<file path="src/rtl/mem_arb_pkg.sv">
// Shared encodings for the memory arbiter: access sizes, FSM states and the
// access-size to beat-count mapping.
package mem_arb_pkg;

  localparam logic [1:0] ACC_1W  = 2'b00;
  localparam logic [1:0] ACC_4W  = 2'b01;
  localparam logic [1:0] ACC_8W  = 2'b10;
  localparam logic [1:0] ACC_16W = 2'b11;

  typedef enum logic [1:0] {
    ST_IDLE  = 2'b00,
    ST_XFER  = 2'b01,
    ST_DRAIN = 2'b10
  } arb_state_t;

  function automatic logic [4:0] beat_count(input logic [1:0] size);
    logic [4:0] n;
    case (size)
      ACC_1W:  n = 5'd1;
      ACC_4W:  n = 5'd4;
      ACC_8W:  n = 5'd8;
      ACC_16W: n = 5'd16;
      default: n = 5'd1;
    endcase
    return n;
  endfunction

endpackage

</file>
<file path="src/rtl/mem_arb_pick.sv">
// Two-way request picker for the memory arbiter. With ARB_ROUND_ROBIN_EN
// defined it alternates on contention; otherwise dm has fixed priority.
module mem_arb_pick
  import mem_arb_pkg::*;
(
`ifdef ARB_ROUND_ROBIN_EN
  input  logic clock,
  input  logic reset,
  input  logic update,
`endif
  input  logic if_req,
  input  logic dm_req,
  output logic gnt_if,
  output logic gnt_dm
);

  logic prefer_dm_s;

`ifdef ARB_ROUND_ROBIN_EN
  logic prefer_dm_r;

  // Favour the port that was not granted last; dm is favoured out of reset.
  always_ff @(posedge clock) begin
    if (reset) begin
      prefer_dm_r <= 1'b1;
    end else if (update) begin
      prefer_dm_r <= gnt_if;
    end
  end

  assign prefer_dm_s = prefer_dm_r;
`else
  assign prefer_dm_s = 1'b1;
`endif

  // One-hot grant; a lone requester always wins regardless of preference.
  always_comb begin
    gnt_dm = 1'b0;
    gnt_if = 1'b0;
    if (dm_req && (prefer_dm_s || !if_req)) begin
      gnt_dm = 1'b1;
    end else if (if_req) begin
      gnt_if = 1'b1;
    end else begin
      gnt_dm = 1'b0;
      gnt_if = 1'b0;
    end
  end

endmodule

</file>
<file path="src/rtl/memory_arbiter.sv">
// Shares one single-port memory between instruction fetch and data access,
// sequencing 1/4/8/16-word bursts. Optional macro: ARB_ROUND_ROBIN_EN.
module memory_arbiter
  import mem_arb_pkg::*;
#(
  parameter int ADDR_W = 32,
  parameter int DATA_W = 32
) (
  input  logic              clock,
  input  logic              reset,
  input  logic              if_req,
  input  logic [ADDR_W-1:0] if_addr,
  input  logic [1:0]        if_size,
  output logic              if_gnt,
  output logic              if_rvalid,
  output logic              if_done,
  input  logic              dm_req,
  input  logic [ADDR_W-1:0] dm_addr,
  input  logic [1:0]        dm_size,
  input  logic              dm_rw,
  input  logic [DATA_W-1:0] dm_wdata,
  output logic              dm_gnt,
  output logic              dm_wready,
  output logic              dm_rvalid,
  output logic              dm_done,
  output logic [DATA_W-1:0] rdata,
  output logic [ADDR_W-1:0] mem_address,
  output logic [DATA_W-1:0] mem_data_in,
  output logic [1:0]        mem_access_size,
  output logic              mem_rw,
  output logic              mem_enable,
  input  logic              mem_busy,
  input  logic [DATA_W-1:0] mem_data_out
);

  localparam logic [ADDR_W-1:0] WORD_MASK = {{(ADDR_W-2){1'b1}}, 2'b00};

  arb_state_t        state_r;
  logic              owner_dm_r;
  logic [4:0]        beats_left_r;
  logic [ADDR_W-1:0] mem_address_r;
  logic [1:0]        mem_access_size_r;
  logic              mem_rw_r;
  logic              mem_enable_r;
  logic              if_gnt_r, dm_gnt_r;
  logic              if_rvalid_r, dm_rvalid_r;
  logic              if_done_r, dm_done_r;
  logic [DATA_W-1:0] rdata_r;

  logic start_s, pick_if_s, pick_dm_s, accept_s, write_phase_s;

  assign start_s       = (state_r == ST_IDLE) && !mem_busy && (if_req || dm_req);
  assign accept_s      = (state_r == ST_XFER) && !mem_busy;
  assign write_phase_s = (state_r == ST_XFER) && !mem_rw_r;

  mem_arb_pick u_pick (
`ifdef ARB_ROUND_ROBIN_EN
    .clock  (clock),
    .reset  (reset),
    .update (start_s),
`endif
    .if_req (if_req),
    .dm_req (dm_req),
    .gnt_if (pick_if_s),
    .gnt_dm (pick_dm_s)
  );

  // Transaction sequencer: latch request in IDLE, step beats in XFER, signal done in DRAIN.
  always_ff @(posedge clock) begin
    if (reset) begin
      state_r           <= ST_IDLE;
      owner_dm_r        <= 1'b0;
      beats_left_r      <= 5'd0;
      mem_address_r     <= '0;
      mem_access_size_r <= 2'b00;
      mem_rw_r          <= 1'b0;
      mem_enable_r      <= 1'b0;
      if_gnt_r          <= 1'b0;
      dm_gnt_r          <= 1'b0;
      if_rvalid_r       <= 1'b0;
      dm_rvalid_r       <= 1'b0;
      if_done_r         <= 1'b0;
      dm_done_r         <= 1'b0;
      rdata_r           <= '0;
    end else begin
      if_gnt_r    <= 1'b0;
      dm_gnt_r    <= 1'b0;
      if_rvalid_r <= 1'b0;
      dm_rvalid_r <= 1'b0;
      if_done_r   <= 1'b0;
      dm_done_r   <= 1'b0;
      case (state_r)
        ST_IDLE: begin
          if (start_s) begin
            state_r           <= ST_XFER;
            owner_dm_r        <= pick_dm_s;
            if_gnt_r          <= pick_if_s;
            dm_gnt_r          <= pick_dm_s;
            mem_enable_r      <= 1'b1;
            // Fetches are always reads.
            mem_rw_r          <= pick_dm_s ? dm_rw : 1'b1;
            mem_access_size_r <= pick_dm_s ? dm_size : if_size;
            mem_address_r     <= (pick_dm_s ? dm_addr : if_addr) & WORD_MASK;
            beats_left_r      <= beat_count(pick_dm_s ? dm_size : if_size) - 5'd1;
          end
        end
        ST_XFER: begin
          if (accept_s) begin
            if (mem_rw_r) begin
              rdata_r     <= mem_data_out;
              if_rvalid_r <= !owner_dm_r;
              dm_rvalid_r <= owner_dm_r;
            end
            if (beats_left_r == 5'd0) begin
              state_r      <= ST_DRAIN;
              mem_enable_r <= 1'b0;
              if_done_r    <= !owner_dm_r;
              dm_done_r    <= owner_dm_r;
            end else begin
              beats_left_r  <= beats_left_r - 5'd1;
              mem_address_r <= mem_address_r + ADDR_W'(4);
            end
          end
        end
        ST_DRAIN: begin
          state_r <= ST_IDLE;
        end
        default: begin
          state_r      <= ST_IDLE;
          mem_enable_r <= 1'b0;
        end
      endcase
    end
  end

  // Write data passes straight through so the memory sees it with the beat it belongs to.
  always_comb begin
    if (write_phase_s) begin
      mem_data_in = dm_wdata;
    end else begin
      mem_data_in = '0;
    end
    dm_wready = write_phase_s && !mem_busy;
  end

  assign if_gnt          = if_gnt_r;
  assign dm_gnt          = dm_gnt_r;
  assign if_rvalid       = if_rvalid_r;
  assign dm_rvalid       = dm_rvalid_r;
  assign if_done         = if_done_r;
  assign dm_done         = dm_done_r;
  assign rdata           = rdata_r;
  assign mem_address     = mem_address_r;
  assign mem_access_size = mem_access_size_r;
  assign mem_rw          = mem_rw_r;
  assign mem_enable      = mem_enable_r;

endmodule

</file>
<file path="config.mk">
export PLATFORM = sky130hd
export DESIGN_NAME = memory_arbiter
export DESIGN_NICKNAME = d
export VERILOG_FILES = /design/src/rtl/mem_arb_pkg.sv /design/src/rtl/mem_arb_pick.sv /design/src/rtl/memory_arbiter.sv
export SDC_FILE = /design/constraint.sdc
export NUM_CORES = 1
export LEC_CHECK = 0
export CAP_MARGIN = 20
export CORE_MARGIN = 1.5
export CORE_UTILIZATION = 30
export CTS_CLUSTER_DIAMETER = 80
export DETAILED_ROUTE_END_ITERATION = 10
export PLACE_DENSITY = 0.69
export SLEW_MARGIN = 20
export SYNTH_ARGS = -nofsm -noshare
export SYNTH_HDL_FRONTEND = slang
export SYNTH_HIERARCHICAL = 1
export SYNTH_SLANG_ARGS = --single-unit
</file>
<file path="constraint.sdc">
create_clock -name clock -period 2.6 [get_ports clock]
set_input_delay 0.65 -clock clock [delete_from_list [all_inputs] [get_ports clock]]
set_output_delay 0.65 -clock clock [all_outputs]
set_load 0.05 [all_outputs]
</file>
==> results of run 1 <==
-- path summary, 6_finish.rpt --
path             startpoint               to  slack, ns
max          mem_address[6]   mem_address[6]       0.18
min reg2reg       rdata[20]        rdata[20]       0.45
min               rdata[20]        rdata[20]       0.45
max reg2reg  mem_address[2]  mem_address[22]       0.36
-- cell families after synthesis --
group,synth area share
DFF,0.3588
and+or+nand+nor,0.3039
adders and majority gates,0.005606
AOI/OAI and AO/OA,0.1957
muxes,0.08074
buffers and inverters,0.05242
other,0.0008402
xor gates and xnor gates,0.001963
-- cells in the final DEF (no fill, tap or decap), types with 3 or more instances in the layout --
| cell | count |
|---|---|
| a211oi_1 | 3 |
| a21oi_1 | 60 |
| a22oi_1 | 5 |
| a31oi_1 | 6 |
| and2_1 | 38 |
| and3_1 | 8 |
| and4_1 | 7 |
| buf_12 | 33 |
| buf_4 | 27 |
| clkbuf_16 | 9 |
| clkbuf_8 | 3 |
| clkdlybuf4s50_1 | 203 |
| dfxtp_1 | 80 |
| mux2_2 | 8 |
| mux2i_1 | 27 |
| nand2_1 | 90 |
| nand3_1 | 20 |
| nand4_1 | 12 |
| nor2_1 | 39 |
| nor3_1 | 28 |
| nor3b_1 | 4 |
| nor4_1 | 7 |
| o211ai_1 | 8 |
| o21a_1 | 3 |
| o21ai_0 | 31 |
| o22ai_1 | 3 |
| o311ai_0 | 4 |
| or3_1 | 3 |
| or4_1 | 5 |
-- area by class of cell --
type                            instances  area [sq um]  share of cell area
Inverter                                2         7.507           0.0009786
Timing Repair Buffer                  265          2905              0.3787
Tap cell                              184         230.2             0.03001
Sequential cell                        80          1602              0.2088
Clock inverter                          4         26.28            0.003425
Multi-Input combinational cell        454          2634              0.3433
Clock buffer                           12         266.5             0.03474
-- metrics by stage --
stage          total power, W  worst slack, ns  instances
3_5_place_dp         0.002679          0.07652        985
2_1_floorplan        0.002092          0.04213        585
5_1_grt              0.004081           0.1270       1001
6_report             0.003898           0.1774       1001
3_3_place_gp         0.002668           0.1146        985
4_1_cts              0.003934           0.1621       1001
-- routing by layer --
| metal | GRT usage | routed length (microns) |
|---|---|---|
| met1 | 0.2430 | 6518 |
| met2 | 0.3430 | 7832 |
| met3 | 0.07702 | 1583 |
| met4 | 0.05816 | 294 |
| met5 | 0 | 0 |
-- where the power goes --
| part | leakage (nW) | switching, W | internal [W] |
|---|---|---|---|
| logic | 1.99 | 0.000688 | 0.000571 |
| clock network | 0.145 | 0.000519 | 0.000725 |
| registers | 0.652 | 0.0000991 | 0.00130 |
| total | 2.79 | 0.00131 | 0.00259 |
-- state kept, by name (all words and copies together), names as in the netlist --
| signal | count |
|---|---|
| rdata | 32 |
| mem_address | 30 |
| beats_left_r | 5 |
| mem_access_size | 2 |
| state_r | 2 |
| dm_done | 1 |
| dm_gnt | 1 |
| dm_rvalid | 1 |
| if_done | 1 |
| if_gnt | 1 |
| if_rvalid | 1 |
| mem_enable | 1 |
| mem_rw | 1 |
| owner_dm_r | 1 |
==> results.py, run 1 <==
metrics = {
    "detailed_routing": {
        "wire_per_inst_microns": 16.21,
        "vias": 5204,
        "via_per_inst": 5.199,
        "ant_nets": 0,
        "drcViolationCount": 0,
        "dr.pass1.iters": 5,
        "drt-total-wl_mm": 16.23,
        "drt_first_iter_violations": 328,
    },
    "job": {
        "cap_violations": 0,
    },
    "grt": {
        "grt_max_degree": 48,
        "grtUsageTotal": 0.2039,
        "antenna_found_initial": 0,
        "gr-total-overflow": 0,
        "grt_pass1_vias": 5011,
        "grt_pass1_wl_mm": 26.01,
    },
    "worst_setup_path": {
        "crit_path_end_kind": "output port",
        "required_ns": 1.95,
        "cp_top_family": "buffers and inverters",
        "critPathBufInv": 1,
        "worstPathArrival_ns": 1.77,
        "cp_num_cells": 1,
        "critical_path_class": "reg -> out",
        "max_stage_delay_ns": 0.89,
        "worstPathCellList": "clkdlybuf4s50_1",
        "cp-start-kind": "register",
        "rr_worst_depth": 6,
        "crit_slowest_cell": "clkdlybuf4s50_1",
        "path_max_fanout": 10,
    },
    "hold_path": {
        "hold_depth": 2,
        "hold_path.class": "reg -> reg",
    },
    "sta": {
        "fin_crit_ns": 2.423,
        "tns_ns": 0,
        "relSlewSlack": 0.5808,
        "tightest_slew_ns": 0.6240,
        "max_freq_mhz": 412.8,
        "worst_clock_skew_ns": 0.005220,
        "finalSetupViolCount": 0,
        "slew_violations": 0,
        "hold_viol": 0,
        "period_share": 0.9318,
        "timing.hold.ws_ns": 0.4512,
        "rsz0062_at_grt": "false",
    },
    "placed_design": {
        "gp_congestion": 0.9445,
        "port_buffers": 238,
        "dp_hpwl_mm": 12.07,
        "dpl_cell_area_sq_um": 7378,
    },
    "final_layout": {
        "fillCellCount": 1383,
        "finalNetCount": 952,
        "area_growth_pct": 71.88,
        "final_core_utilization": 0.5278,
        "design_area_sq_um": 7671,
        "antenna_cells": 0,
        "drive_gt1_frac": 0.1151,
    },
    "yosys": {
        "synth_top_cell_by_area": "dfxtp_1",
        "netlist_instances": 584,
        "yosys-top-cells-count": "nand2_1, dfxtp_1, a21oi_1",
        "async_flop_share": 0,
        "synth.distinct_cells": 59,
        "synth_most_common_cell": "nand2_1",
        "synth_area_per_cell_sq_um": 7.642,
        "ys.flop_type": "dfxtp_1",
        "ys_warn_count": 6,
        "seq_area_frac_synth": 0.3588,
        "synth-edff-count": 0,
        "netlist_area_sq_um": 4463,
        "synth-seq-cells": 80,
        "synth_area_leaders": "dfxtp_1, nand2_1, a21oi_1, mux2i_1, and2_1",
        "synth_top_area_frac": 0.3588,
    },
    "cts": {
        "clock_latency_ns": 0.34,
        "clk_path_buf_depth": 2,
        "cts_buffers": 9,
        "clkTransAtPathRegs_ns": 0.06,
        "htreeDepth": 3,
        "cts.sinks": 80,
        "cts_setup_buffers": 0,
        "cts_resized": 0,
        "ctsHoldBuffers": 0,
        "cts_tree": "done",
        "clock_tree.root_cell": "clkbuf_16",
    },
    "die": {
        "rows": 44,
        "die_area_sq_um": 15620,
        "io_pins": 245,
        "die_x_microns": 125.0,
        "start_util": 0.3071,
        "die_height_microns": 125.0,
        "core_sq_um": 14530,
    },
    "pwr": {
        "ir_drop_mv": 0.3525,
        "powerDensity_nw_per_um2": 508.1,
        "leakagePower_nw": 2.789,
    },
    "run_status": {
        "status": "finished clean",
    },
}
No activity file was read; power rests on OpenSTA's default activity.
==> run 2: changes to the inputs <==
--- a/config.mk
+++ b/config.mk
@@ -5,12 +5,13 @@
 export SDC_FILE = /design/constraint.sdc
 export NUM_CORES = 1
 export LEC_CHECK = 0
+export ABC_AREA = 1
 export CAP_MARGIN = 20
 export CORE_MARGIN = 1.5
 export CORE_UTILIZATION = 30
 export CTS_CLUSTER_DIAMETER = 80
 export DETAILED_ROUTE_END_ITERATION = 10
-export PLACE_DENSITY = 0.69
+export PLACE_DENSITY = 0.67
 export SLEW_MARGIN = 20
 export SYNTH_ARGS = -nofsm -noshare
 export SYNTH_HDL_FRONTEND = slang
==> results.py, run 2 <==
metrics = {
    "run_status": {
        "status": "finished clean",
    },
    "die": {
        "rows": 46,
        "die_height_microns": 129.8,
        "io_pins": 245,
        "die_area_sq_um": 16860,
        "start_util": 0.3060,
        "core_sq_um": 15770,
        "die_x_microns": 129.8,
    },
    "worst_setup_path": {
        "path_max_fanout": 33,
        "crit_path_end_kind": "output port",
        "reg2reg_setup_slack_ns": 0.45,
        "required_ns": 1.95,
        "cp-start-kind": "register",
        "worstPathArrival_ns": 1.76,
        "critical_path_class": "reg -> out",
    },
    "cts": {
        "cts_buffers": 9,
        "clock_tree.root_cell": "clkbuf_16",
        "clkTransAtPathRegs_ns": 0.06,
        "cts.sinks": 80,
        "htreeDepth": 3,
        "clock_latency_ns": 0.34,
        "cts_setup_buffers": 0,
        "clk_path_buf_depth": 2,
        "cts_tree": "done",
    },
    "detailed_routing": {
        "ant_nets": 0,
        "drcViolationCount": 0,
        "wire_per_inst_microns": 12.81,
        "drt_first_iter_violations": 332,
        "vias": 5586,
        "drt-total-wl_mm": 16.08,
        "dr.pass1.iters": 4,
        "via_per_inst": 4.451,
    },
    "sta": {
        "tightest_slew_ns": 0.5969,
        "period_share": 0.9279,
        "worst_clock_skew_ns": 0.005016,
        "hold_viol": 0,
        "tns_ns": 0,
        "finalSetupViolCount": 0,
        "max_freq_mhz": 414.5,
        "relSlewSlack": 0.6021,
        "timing.hold.ws_ns": 0.4481,
        "slew_violations": 0,
        "rsz0062_at_grt": "false",
        "fin_crit_ns": 2.413,
    },
    "yosys": {
        "synth-seq-cells": 80,
        "seq_area_frac_synth": 0.3319,
        "ys.flop_type": "dfxtp_1",
        "netlist_area_sq_um": 4826,
        "synth-edff-count": 0,
        "ys_warn_count": 6,
        "synth.distinct_cells": 32,
        "synth_area_leaders": "dfxtp_1, nand2_1, nor2_1, inv_1, o21ai_0",
        "synth_top_area_frac": 0.3319,
        "synth_top_cell_by_area": "dfxtp_1",
        "synth_area_per_cell_sq_um": 5.951,
        "yosys-top-cells-count": "nand2_1, nor2_1, inv_1",
        "netlist_instances": 811,
        "async_flop_share": 0,
        "synth_most_common_cell": "nand2_1",
    },
    "job": {
        "cap_violations": 0,
    },
    "placed_design": {
        "placedCellCount": 1239,
        "port_buffers": 238,
        "gp_congestion": 0.8986,
        "dp_hpwl_mm": 12.14,
    },
    "final_layout": {
        "final_core_utilization": 0.5114,
        "finalNonFillerCells": 1255,
        "area_growth_pct": 67.12,
        "finalNetCount": 1174,
        "largest_register_ffs": 32,
        "mostFrequentLayoutCells": "nand2_1, clkdlybuf4s50_1, nor2_1",
        "final_common_cell": "nand2_1",
        "antenna_cells": 0,
        "drive_gt1_frac": 0.08855,
    },
    "grt": {
        "grt_pass1_wl_mm": 25.49,
        "gr-total-overflow": 0,
        "grt_max_degree": 55,
        "grt_pass1_vias": 5123,
        "grtUsageTotal": 0.1919,
        "antenna_found_initial": 0,
    },
    "hold_path": {
        "hold_path.class": "reg -> reg",
    },
    "pwr": {
        "powerDensity_nw_per_um2": 669.2,
        "leakagePower_nw": 3.371,
        "ir_drop_mv": 0.4971,
    },
}
[run 2: cell type report]
| type | instances | area [sq um] |
|---|---|---|
| Fill cell | 1559 | 7705 |
| Clock buffer | 10 | 239.0 |
| Tap cell | 216 | 270.3 |
| Multi-Input combinational cell | 604 | 2675 |
| Inverter | 87 | 326.6 |
| Timing Repair Buffer | 252 | 2859 |
| Sequential cell | 80 | 1603 |
| Clock inverter | 6 | 92.59 |
[run 2: logic make-up after synthesis]
| family | synth area share |
|---|---|
| adders and majority gates | 0.005185 |
| and+or+nand+nor | 0.3972 |
| DFF | 0.3319 |
| other | 0.0007771 |
| AOI/OAI and AO/OA | 0.1392 |
| xor gates and xnor gates | 0.009074 |
| buffers and inverters | 0.1167 |
[run 2: worst max-delay path, stage by stage (launching register included)]
cell and delay (ns):
dfxtp_1 0.34, inv_2 0.12, nand2_4 0.15, inv_2 0.16, nand2_1 0.08, buf_6 0.19
nor2_1 0.21, buf_12 0.17
[run 2: path summary, 6_finish.rpt]
check	startpoint	end	depth (start not counted)
worst min register to register	owner_dm_r	if_done	1
worst max register to register	state_r[1]	beats_left_r[4]	12
worst min-delay path	owner_dm_r	if_done	1
worst max-delay path	state_r[1]	mem_data_in[14]	7
[run 2: metrics by stage]
stage | total power, W | setup WS [ns] | area (sq um)
final | 0.005397 | 0.1875 | 8065
after floorplan | 0.003120 | 0.2413 | 4830
after detailed placement | 0.004021 | -0.005697 | 7719
after global placement | 0.003998 | 0.02592 | 7719
after CTS | 0.005442 | 0.01806 | 8050
after global routing | 0.005714 | 0.05074 | 8065
[run 2: metal layers]
metal | part of all wire | up-vias | track usage
li1 | - | 2953 | -
met1 | 0.44 | 2434 | 0.2378
met2 | 0.45 | 186 | 0.3115
met3 | 0.10 | 13 | 0.07585
met4 | 0.012 | 0 | 0.04967
met5 | 0 | - | 0
[run 2: repair_timing]
action,CTS,global route
hold buffers,0,0
setup endpoints to repair,0,31
gates resized for setup,0,6
[run 2: report_power, final]
part,switching [W],internal (W)
Combinational,0.00147,0.000935
Sequential,0.000195,0.00140
Clock,0.000530,0.000870
Total,0.00220,0.00320
==> run 3: changes to the inputs <==
--- a/config.mk
+++ b/config.mk
@@ -6,7 +6,6 @@
 export NUM_CORES = 1
 export LEC_CHECK = 0
 export ABC_AREA = 1
-export CAP_MARGIN = 20
 export CORE_MARGIN = 1.5
 export CORE_UTILIZATION = 30
 export CTS_CLUSTER_DIAMETER = 80
==> results of run 3 <==
Same layout as run 2: the final DEF is identical, and so are final timing and power.
